--- src/rtl/router_reg_gen.sv ---
// Router packet register stage: header capture, payload streaming, one-beat full
// hold, check accumulation and error flags. Optional macro: ROUTER_REG_LEN_CHECK_EN.
// Ports: clk/resetn; FSM strobes in; data_in/pkt_valid/fifo_full in;
// dout, parity_done, low_packet_valid, err, len_err, pkt_len out.
module router_reg_gen #(
  parameter int DATA_W    = 8,
  parameter int ADDR_W    = 2,
  parameter int NUM_PORTS = 4,
  parameter int CHK_MODE  = 0
) (
  input  logic                     clk,
  input  logic                     resetn,
  input  logic                     pkt_valid,
  input  logic [DATA_W-1:0]        data_in,
  input  logic                     fifo_full,
  input  logic                     detect_add,
  input  logic                     lfd_state,
  input  logic                     ld_state,
  input  logic                     laf_state,
  input  logic                     full_state,
  input  logic                     rst_int_reg,
  output logic [DATA_W-1:0]        dout,
  output logic                     parity_done,
  output logic                     low_packet_valid,
  output logic                     err,
  output logic                     len_err,
  output logic [DATA_W-ADDR_W-1:0] pkt_len
);

  localparam int LW = DATA_W - ADDR_W;
  localparam logic [31:0] NP = 32'(NUM_PORTS);

  logic [DATA_W-1:0] header_reg;
  logic [DATA_W-1:0] full_reg;
  logic [DATA_W-1:0] int_chk;
  logic [DATA_W-1:0] pkt_chk;
  logic [DATA_W-1:0] acc_in;
  logic [DATA_W-1:0] acc_nxt;
  logic              chk_seen;
  logic              pd_q;
  logic              addr_ok;
  logic              hdr_ld;
  logic              clr;
  logic              acc_pl;
  logic              acc_hdr;
  logic              pd_set;
  logic              pd_rise;

  assign addr_ok = 32'(data_in[ADDR_W-1:0]) < NP;
  assign hdr_ld  = detect_add & pkt_valid & addr_ok;
  // A rejected header leaves every register untouched, including the clears.
  assign clr     = detect_add & ~(pkt_valid & ~addr_ok);
  assign acc_hdr = ~detect_add & lfd_state;
  assign acc_pl  = ~detect_add & ~lfd_state & ld_state
                 & pkt_valid & ~full_state;
  assign acc_in  = lfd_state ? header_reg : data_in;
  assign acc_nxt = (CHK_MODE == 1) ? int_chk + acc_in
                                   : int_chk ^ acc_in;
  assign pd_set  = (ld_state & ~fifo_full & ~pkt_valid)
                 | (laf_state & low_packet_valid & ~parity_done);
  assign pd_rise = parity_done & ~pd_q;
  assign pkt_len = header_reg[DATA_W-1:ADDR_W];

  always_ff @(posedge clk or negedge resetn) begin
    if (!resetn) begin
      header_reg <= '0;
    end else if (hdr_ld) begin
      header_reg <= data_in;
    end
  end

  always_ff @(posedge clk or negedge resetn) begin
    if (!resetn) begin
      dout     <= '0;
      full_reg <= '0;
    end else begin
      unique case (1'b1)
        lfd_state:              dout     <= header_reg;
        ld_state && !fifo_full: dout     <= data_in;
        ld_state && fifo_full:  full_reg <= data_in;
        laf_state:              dout     <= full_reg;
        default: ;
      endcase
    end
  end

  always_ff @(posedge clk or negedge resetn) begin
    if (!resetn) begin
      int_chk <= '0;
    end else if (clr) begin
      int_chk <= '0;
    end else if (acc_hdr || acc_pl) begin
      int_chk <= acc_nxt;
    end
  end

  // Only the first low-pkt_valid load beat carries the check byte.
  always_ff @(posedge clk or negedge resetn) begin
    if (!resetn) begin
      pkt_chk  <= '0;
      chk_seen <= 1'b0;
    end else if (clr) begin
      chk_seen <= 1'b0;
    end else if (!detect_add && ld_state
                 && !pkt_valid && !chk_seen) begin
      pkt_chk  <= data_in;
      chk_seen <= 1'b1;
    end
  end

  always_ff @(posedge clk or negedge resetn) begin
    if (!resetn) begin
      low_packet_valid <= 1'b0;
    end else if (ld_state && !pkt_valid) begin
      low_packet_valid <= 1'b1;
    end else if (rst_int_reg) begin
      low_packet_valid <= 1'b0;
    end
  end

  always_ff @(posedge clk or negedge resetn) begin
    if (!resetn) begin
      parity_done <= 1'b0;
      pd_q        <= 1'b0;
    end else begin
      pd_q <= parity_done;
      if (clr) begin
        parity_done <= 1'b0;
      end else if (pd_set) begin
        parity_done <= 1'b1;
      end
    end
  end

  always_ff @(posedge clk or negedge resetn) begin
    if (!resetn) begin
      err <= 1'b0;
    end else if (clr) begin
      err <= 1'b0;
    end else if (pd_rise) begin
      err <= (int_chk != pkt_chk);
    end
  end

`ifdef ROUTER_REG_LEN_CHECK_EN
  localparam int CW = LW + 1;

  logic [CW-1:0] beat_cnt;

  always_ff @(posedge clk or negedge resetn) begin
    if (!resetn) begin
      beat_cnt <= '0;
    end else if (clr) begin
      beat_cnt <= '0;
    end else if (acc_pl && (beat_cnt != {CW{1'b1}})) begin
      beat_cnt <= beat_cnt + 1'b1;
    end
  end

  always_ff @(posedge clk or negedge resetn) begin
    if (!resetn) begin
      len_err <= 1'b0;
    end else if (clr) begin
      len_err <= 1'b0;
    end else if (pd_rise) begin
      len_err <= (beat_cnt != {1'b0, pkt_len});
    end
  end
`else
  assign len_err = 1'b0;
`endif

endmodule

--- config.mk ---
export PLATFORM = sky130hd
export DESIGN_NAME = router_reg_gen
export DESIGN_NICKNAME = d
export VERILOG_FILES = /design/src/rtl/router_reg_gen.sv
export SDC_FILE = /design/constraint.sdc
export NUM_CORES = 1
export LEC_CHECK = 0
export ABC_AREA = 1
export ABC_CLOCK_PERIOD_IN_PS = 2630
export CAP_MARGIN = 20
export CORE_MARGIN = 2
export CORE_UTILIZATION = 67
export CTS_BUF_LIST = sky130_fd_sc_hd__clkbuf_16
export DETAILED_ROUTE_END_ITERATION = 12
export DONT_BUFFER_PORTS = 1
export PLACE_DENSITY = 0.83
export SLEW_MARGIN = 10
export SYNTH_ARGS = -nofsm -noshare
export SYNTH_HDL_FRONTEND = slang
export SYNTH_SLANG_ARGS = --single-unit
--- constraint.sdc ---
create_clock -name clk -period 2.63 [get_ports clk]
set_input_delay 0.3945 -clock clk [delete_from_list [all_inputs] [get_ports clk]]
set_output_delay 0.3945 -clock clk [all_outputs]
set_load 0.01 [all_outputs]
# Word-level counts from Yosys, hierarchy flattened
# Index checks and enable logic that the tools add are counted.
word_totals:
  out_inout_bits: 18
  ff_bits: 45
  in_bits: 18
  wordCells: 61
classes:
  n_reduce_logical: 18
  bitwise: 20
  muxes: 12
  n_eq_ne: 1
op_table:
  columns: ["cell", "count"]
  rows:
  - ["$mux 8", 3]
  - ["$pmux 8 s3", 1]
  - ["$and 1x1->1", 11]
  - ["$reduce_bool 2->1", 5]
  - ["$mux 1", 8]
  - ["$ne 8x8->1", 1]
  - ["$xor 8x8->8", 1]
  - ["$not 1->1", 7]
  - ["$logic_and 1x1->1", 6]
  - ["$logic_not 1->1", 4]
  - ["$reduce_bool 3->1", 1]
  - ["$reduce_and 2->1", 1]
  - ["$logic_or 1x1->1", 1]
  - ["$or 1x1->1", 1]

# Depth between registers and ports, before layout
# Gate-level depths: netlist of the first run.
depth:
  word_depth: 8
  mapped_depth: 7
  ltp_nobuf: 7

# Worst setup path after synthesis of the first run
# OpenSTA, ideal clock, no wires.
synth_path:
  path_type: "in2reg"
  startpoint: "input port lfd_state"
  endpoint: "register dout[0]"
  path_slack_ps: 1498
  setup_time_ps: 131
  arrival_ps: 1001
  path_stages: 4
  required_time_ps: 2499
  n_path_buf: 2
  path_cell_list: "buf_6 > buf_12 > nor3_4 > a21oi_1"
synth_between:
  elab_chain_len: 1
  elab_cells_between_ends: 2
  cone_classes: "mux: 1; reduce/logical: 1"
synth_rtl:
  columns: ["item", "line_no", "text"]
  rows:
  - ["start, declared", "17", "input logic lfd_state,"]
  - ["$pmux 8 s3 or $reduce_bool 3->1 (tied branches)", null, null]
  - ["end signal, assigned", "78", "lfd_state: dout <= header_reg;"]
  - ["end signal, assigned", "79", "ld_state && !fifo_full: dout <= data_in;"]
  - ["end signal, assigned", "81", "laf_state: dout <= full_reg;"]
  - ["end, declared", "22", "output logic [DATA_W-1:0] dout,"]
# Parallel ways exist; a longest one is shown, timed or not.
# A chain may end at the register's enable or synchronous reset.

# Final worst setup path of the first run
layout_path:
  startpoint: "register low_packet_valid"
  endpoint: "output port low_packet_valid"
layout_lines:
  columns: ["item", "line_no", "text"]
  rows:
  - ["start, declared", "24", "output logic low_packet_valid,"]
  - ["start signal, assigned", "113", "low_packet_valid <= 1'b0;"]
  - ["start signal, assigned", "115", "low_packet_valid <= 1'b1;"]
  - ["start signal, assigned", "117", "low_packet_valid <= 1'b0;"]
# No word-level cell between the ends.

==> qor.yml, run 1 <==
postSynthAreaPerCell_um2: 8.64
core_area_mm2: 0.00331
die-height_um: 62.7
cts_root_buf: "clkbuf_16"
fp.dieW_um: 62.7
rows: 21
vias: 1605
grt_setup_unrepaired: "no"
postCtsSetupBuffers: 0
post-route-min-period_ps: 1110
irDropWorstVdd_mv: 0.531
vias_per_cell: 5.19
grt_pass1_wl_um: 7790
dr.pass1.iters: 4
overflow: 0
setup_tns_ps: 0
synth_seq_cells: 45
synth.distinct_cells: 25
synth_edf_count: 0
detail_route.wl_per_cell_um: 14.1
cts_hold_buf: 2
ant_nets: 0
first_global_vias: 1619
cts_tree: "yes"
skew_ps: 6.30
cp.required_ps: 2240
start_util: 0.697
synth_nets: 285
p_per_area_mw_per_mm2: 727
min_period_over_period: 0.424
hold_path.class: "in -> reg"
grt_max_degree: 46
worst_setup_path_start_kind: "register"
clk_pin_slew_ps: 60
area_growth_pct: 4.50
cts_max_level: 2
p_leak_nw: 1.20
portBuffers: 0
cap_viol_max_count: 0
grt_usage: 0.261
worstPathArrival_ps: 720
cts.sinks: 45
end_kind: "output port"
synth_cells: 267
setup_viol: 0
synthTopCellsByCount: "nand2_1 (62), dfrtp_1 (45), inv_1 (40)"
dieArea_mm2: 0.00393
synth_most_common_cell: "nand2_1"
ctsResizeCount: 0
drtIter0Drc: 109
grt_antenna_before_repair: 0
dpl.hpwl_um: 3070
synth_top_area_share: 0.488
ys.flop_type: "dfrtp_1"
cts.path.max_buffers: 2
synth_area_mm2: 0.00231
clock_latency_ps: 290
place.gp.congestion: 0.813
timing.fmax_ghz: 0.897
drive_above_1_share: 0.137
numCtsBuffers: 5
finalHoldViolations: 0
synth_top_area_cell: "dfrtp_1"
yosys_warnings: 0
cp_max_fo: 3
route.detailed.drc: 0
crit_type: "reg -> out"
holdWs_ps: 169
fin_nets: 281
async_reset_ff_frac: 1.00
synth_area_leaders: "dfrtp_1 (49%), nand2_1 (10%), inv_1 (6.5%), o21ai_2 (6.1%), o21ai_0 (5.6%)"
slew_viol_final: 0
ios: 36
ys_seq_area_frac: 0.488
routed_wl_um: 4350
diodes: 0
status: "finished, final reports clean"
## per-layer routing
metal	vias to the layer above	wire [um]	GRT usage
li1	820	-	-
met1	747	1930	0.345
met2	32	2100	0.405
met3	6	213	0.0685
met4	0	101	0.125
met5	-	0	0
## cell families (layout without fill, tap and decap cells)
kind of cell,after synthesis,in the layout,synth area share
AOI/OAI and AO/OA,69,69,0.176
xor gates and xnor gates,10,10,0.0380
buffers and inverters,57,53,0.124
DFF,45,45,0.488
other,1,1,0.00163
and+or+nand+nor,85,85,0.172
## layout make-up
class | instances | area [um^2]
clock inverters | 2 | 7.51
well taps | 46 | 57.6
clock buffers | 5 | 125
repair buffers | 2 | 30.0
flip-flops and latches | 45 | 1130
multi-input cells | 165 | 895
inverters | 44 | 170
fillers | 248 | 900
## worst paths after layout
kind,start,to,slack (ps),depth (start not counted)
hold / removal,detect_add,parity_done$_DFFE_PN0P_,170,1
min in group asynchronous,resetn,full_reg[4]$_DFFE_PN0P_,580,2
setup / recovery,low_packet_valid$_DFFE_PN0P_,low_packet_valid,1520,0
max in group asynchronous,resetn,header_reg[2]$_DFFE_PN0P_,1850,2
setup reg to reg,parity_done$_DFFE_PN0P_,err$_DFFE_PN0P_,1600,5
hold reg to reg,full_reg[3]$_DFFE_PN0P_,full_reg[3]$_DFFE_PN0P_,490,2
## through the flow
step,power (mW),instance area (um^2),setup WS (ps),util,std cells
global placement,1.16,2250,1460,0.679,300
floorplan,1.14,2310,1500,-,267
detailed placement,1.17,2250,1440,0.679,300
finish,1.75,2410,1520,0.728,309
global route,1.86,2410,1440,0.728,309
CTS,1.77,2410,1510,0.728,309
## cells in the final DEF, fill, tap and decap left out, drive strengths merged
cell type / n
nand2: 66
o21ai: 50
dfrtp: 45
inv: 45
a21oi: 19
nor2: 12
xor2: 8
clkbuf: 5
nand3: 4
xnor2: 2
nor3: 1
nand3b: 1
or2: 1
conb: 1
clkinv: 1
buf: 1
dlygate4sd3: 1
## power by group
part | total, mW | switching (mW) | internal (mW)
logic | 0.284 | 0.165 | 0.119
clock network | 0.577 | 0.237 | 0.339
registers | 0.893 | 0.0996 | 0.793
No activity file was read; power rests on OpenSTA's default activity.
==> run 2, diff against run 1 <==
--- a/config.mk
+++ b/config.mk
@@ -6,14 +6,14 @@
 export NUM_CORES = 1
 export LEC_CHECK = 0
 export ABC_AREA = 1
-export ABC_CLOCK_PERIOD_IN_PS = 2630
+export ABC_CLOCK_PERIOD_IN_PS = 1000
 export CAP_MARGIN = 20
 export CORE_MARGIN = 2
-export CORE_UTILIZATION = 67
+export CORE_UTILIZATION = 56
 export CTS_BUF_LIST = sky130_fd_sc_hd__clkbuf_16
 export DETAILED_ROUTE_END_ITERATION = 12
 export DONT_BUFFER_PORTS = 1
-export PLACE_DENSITY = 0.83
+export PLACE_DENSITY = 0.74
 export SLEW_MARGIN = 10
 export SYNTH_ARGS = -nofsm -noshare
 export SYNTH_HDL_FRONTEND = slang
==> constraint.sdc (replaced) <==
create_clock -name clk -period 1 [get_ports clk]
set_input_delay 0.15 -clock clk [delete_from_list [all_inputs] [get_ports clk]]
set_output_delay 0.15 -clock clk [all_outputs]
set_load 0.01 [all_outputs]
==> run 2 against run 1 <==
The run now ends with hold timing left. Largest power group unchanged. Non-clock buffer count increased by 17. Register-to-register slack got worse by 1600 ps. Setup slack lost 1500 ps. Clock-buffer cell count is the same. Final cell count increased by 7.4%. Utilization is 7.6 points lower.
==> qor.yml, run 2 (same netlist as run 1, synthesis figures left out) <==
irDropWorstVdd_mv: 1.19  # +120%
worst_setup_path_start_kind: "register"
cts_tree: "yes"
cts.path.max_buffers: 2  # unchanged
p_int_mw: 3.67  # +190%
worst_path_max_delay_cell: "dfrtp_1"
clockPowerShare: 0.358  # +0.029
critical_path.startpoint: "int_chk[4]$_DFFE_PN0P_"
grt_max_degree: 46  # unchanged
route.detailed.drc: 0  # unchanged
slowest_delay_ps: 380
core_area_mm2: 0.00397  # +20%
cp_max_fo: 3  # unchanged
dpl.hpwl_um: 3260  # +6.2%
die-height_um: 68.2  # +8.8%
cts.sinks: 45  # unchanged
holdWs_ps: -437  # -606 ps
ios: 36  # unchanged
final_common_cell: "nand2_1"
fin_nets: 299  # +6.4%
cts_hold_buf: 2  # unchanged
seqPwrFrac: 0.462  # -0.047
violations: "hold timing"
power_switching_share: 0.267  # -0.0192
status: "finished, violations left"
drive_above_1_share: 0.206  # +0.0688
worstPathArrival_ps: 1150  # +430 ps
slew_viol_final: 0  # unchanged
first_global_vias: 1565  # -3.3%
end_kind: "register"
rows: 23  # +9.5%
r2r-start: "int_chk[4]$_DFFE_PN0P_"
numCtsBuffers: 5  # unchanged
dr.pass1.iters: 4  # unchanged
vias_per_cell: 5.10  # -1.8%
clock_latency_ps: 280  # about the same
fp.dieW_um: 68.2  # +8.8%
setup_viol: 0  # unchanged
dp.cells: 317  # +5.7%
skew_ps: 4.62  # -1.68 ps
drtIter0Drc: 127  # +17%
p_leak_nw: 1.30  # +8.0%
clk_pin_slew_ps: 60  # about the same
cts_root_buf: "clkbuf_16"
min_period_over_period: 0.982
crit_top_cell: "nor2_1"
path_cells: "inv_1, nand2_1, nand2_1, nor2_1, nand3_1, nor2_1, nor2_1"
cts_max_level: 2  # unchanged
setup_tns_ps: 0  # unchanged
grt_pass1_wl_um: 7480  # -4.0%
routed_wl_um: 4630  # +6.6%
r2r_setup_slack_ps: 20  # -1580 ps
grt_usage: 0.221  # -0.0404
ant_nets: 0  # unchanged
timing.fmax_ghz: 1.02
switching_power_mw: 1.34  # +170%
combinationalPowerShare: 0.180  # +0.018
vias: 1693  # +5.5%
crit_type: "reg -> reg"
overflow: 0  # unchanged
place.gp.congestion: 0.815  # +0.20%
start_util: 0.581  # -0.116
cp.required_ps: 1170  # -1070 ps
layout_common_cells: "nand2_1 (59), dfrtp_1 (45), inv_1 (40)"
grt_setup_unrepaired: "yes"
layoutNonFillerInstCount: 332  # +7.4%
grt_antenna_before_repair: 0  # unchanged
area_growth_pct: 12.2
p_per_area_mw_per_mm2: 1930  # +170%
finalHoldViolations: 45  # +45
post-route-min-period_ps: 982
detail_route.wl_per_cell_um: 13.9  # -0.80%
portBuffers: 0  # unchanged
hold_path.class: "in -> async"
cap_viol_max_count: 0  # unchanged
diodes: 0  # unchanged
dieArea_mm2: 0.00465  # +18%
run 2: changes by cell type in the layout (fill, tap and decap cells not counted), sizes merged:
| cell | change |
|---|---|
| dlygate4sd3 | +1 |
| buf | +16 |
| bufinv | +1 |
| nand3 | +1 |
run 2: worst paths after layout:
path	depth (start not counted)	endpoint
min	0	pkt_chk[3]$_DFFE_PN0P_
min reg2reg	2	header_reg[1]$_DFFE_PN0P_
max reg2reg	7	err$_DFFE_PN0P_
min in group clk	2	parity_done$_DFFE_PN0P_
max in group asynchronous	0	int_chk[4]$_DFFE_PN0P_
max	7	err$_DFFE_PN0P_
run 2: final cells by class:
class / count / area (um^2)
clock buffer: 5 / 125
clock inverter: 3 / 37.5
fill: 328 / 1380
inverter: 44 / 170
multi-input combinational: 166 / 920
sequential: 45 / 1130
tap: 50 / 62.6
timing repair buffer: 19 / 148
run 2: repair_timing:
| action | in CTS | in global routing |
|---|---|---|
| hold endpoints to repair | 48 | 45 |
| setup buffers | 1 | 3 |
| pin swaps | 1 | 1 |
| endpoints found under the setup margin | 2 | 11 |
| gates resized for setup | 0 | 5 |
| cloned | 0 | 1 |
run 2: metal layers:
layer / global-route usage / up-vias / routed length, um / part of all wire
li1: - / 859 / - / -
met1: 0.307 / 811 / 2120 / 0.46
met2: 0.351 / 18 / 2300 / 0.50
met3: 0.0477 / 5 / 156 / 0.034
met4: 0.0600 / 0 / 50 / 0.011
met5: 0 / - / 0 / 0
run 2: through the flow:
step / utilization / hold slack, ps / instance area (um^2) / setup slack (ps) / power (mW)
global placement: 0.592 / -145 / 2350 / 26.2 / 3.14
CTS: 0.640 / -441 / 2540 / 0.163 / 4.99
finish: 0.652 / -437 / 2590 / 18.5 / 5.00
global route: 0.652 / -448 / 2590 / -110 / 5.27
detailed placement: 0.592 / -145 / 2350 / 2.30 / 3.18
floorplan: - / -146 / 2310 / 81.5 / 3.00
run 2: power groups by stage:
stage	logic [mW]	clock network (mW)	registers, mW
2_1_floorplan	0.699	0	2.30
3_3_place_gp	0.807	0	2.33
3_5_place_dp	0.833	0	2.34
4_1_cts	0.863	1.82	2.31
5_1_grt	1.04	1.88	2.34
6_report	0.902	1.79	2.31
run 2: worst max-delay path, delay by kind of cell, from the launching register on:
kind                   cells  cell delay, ps
and+or+nand+nor            6             420
DFF                        1             380
buffers and inverters      1              60
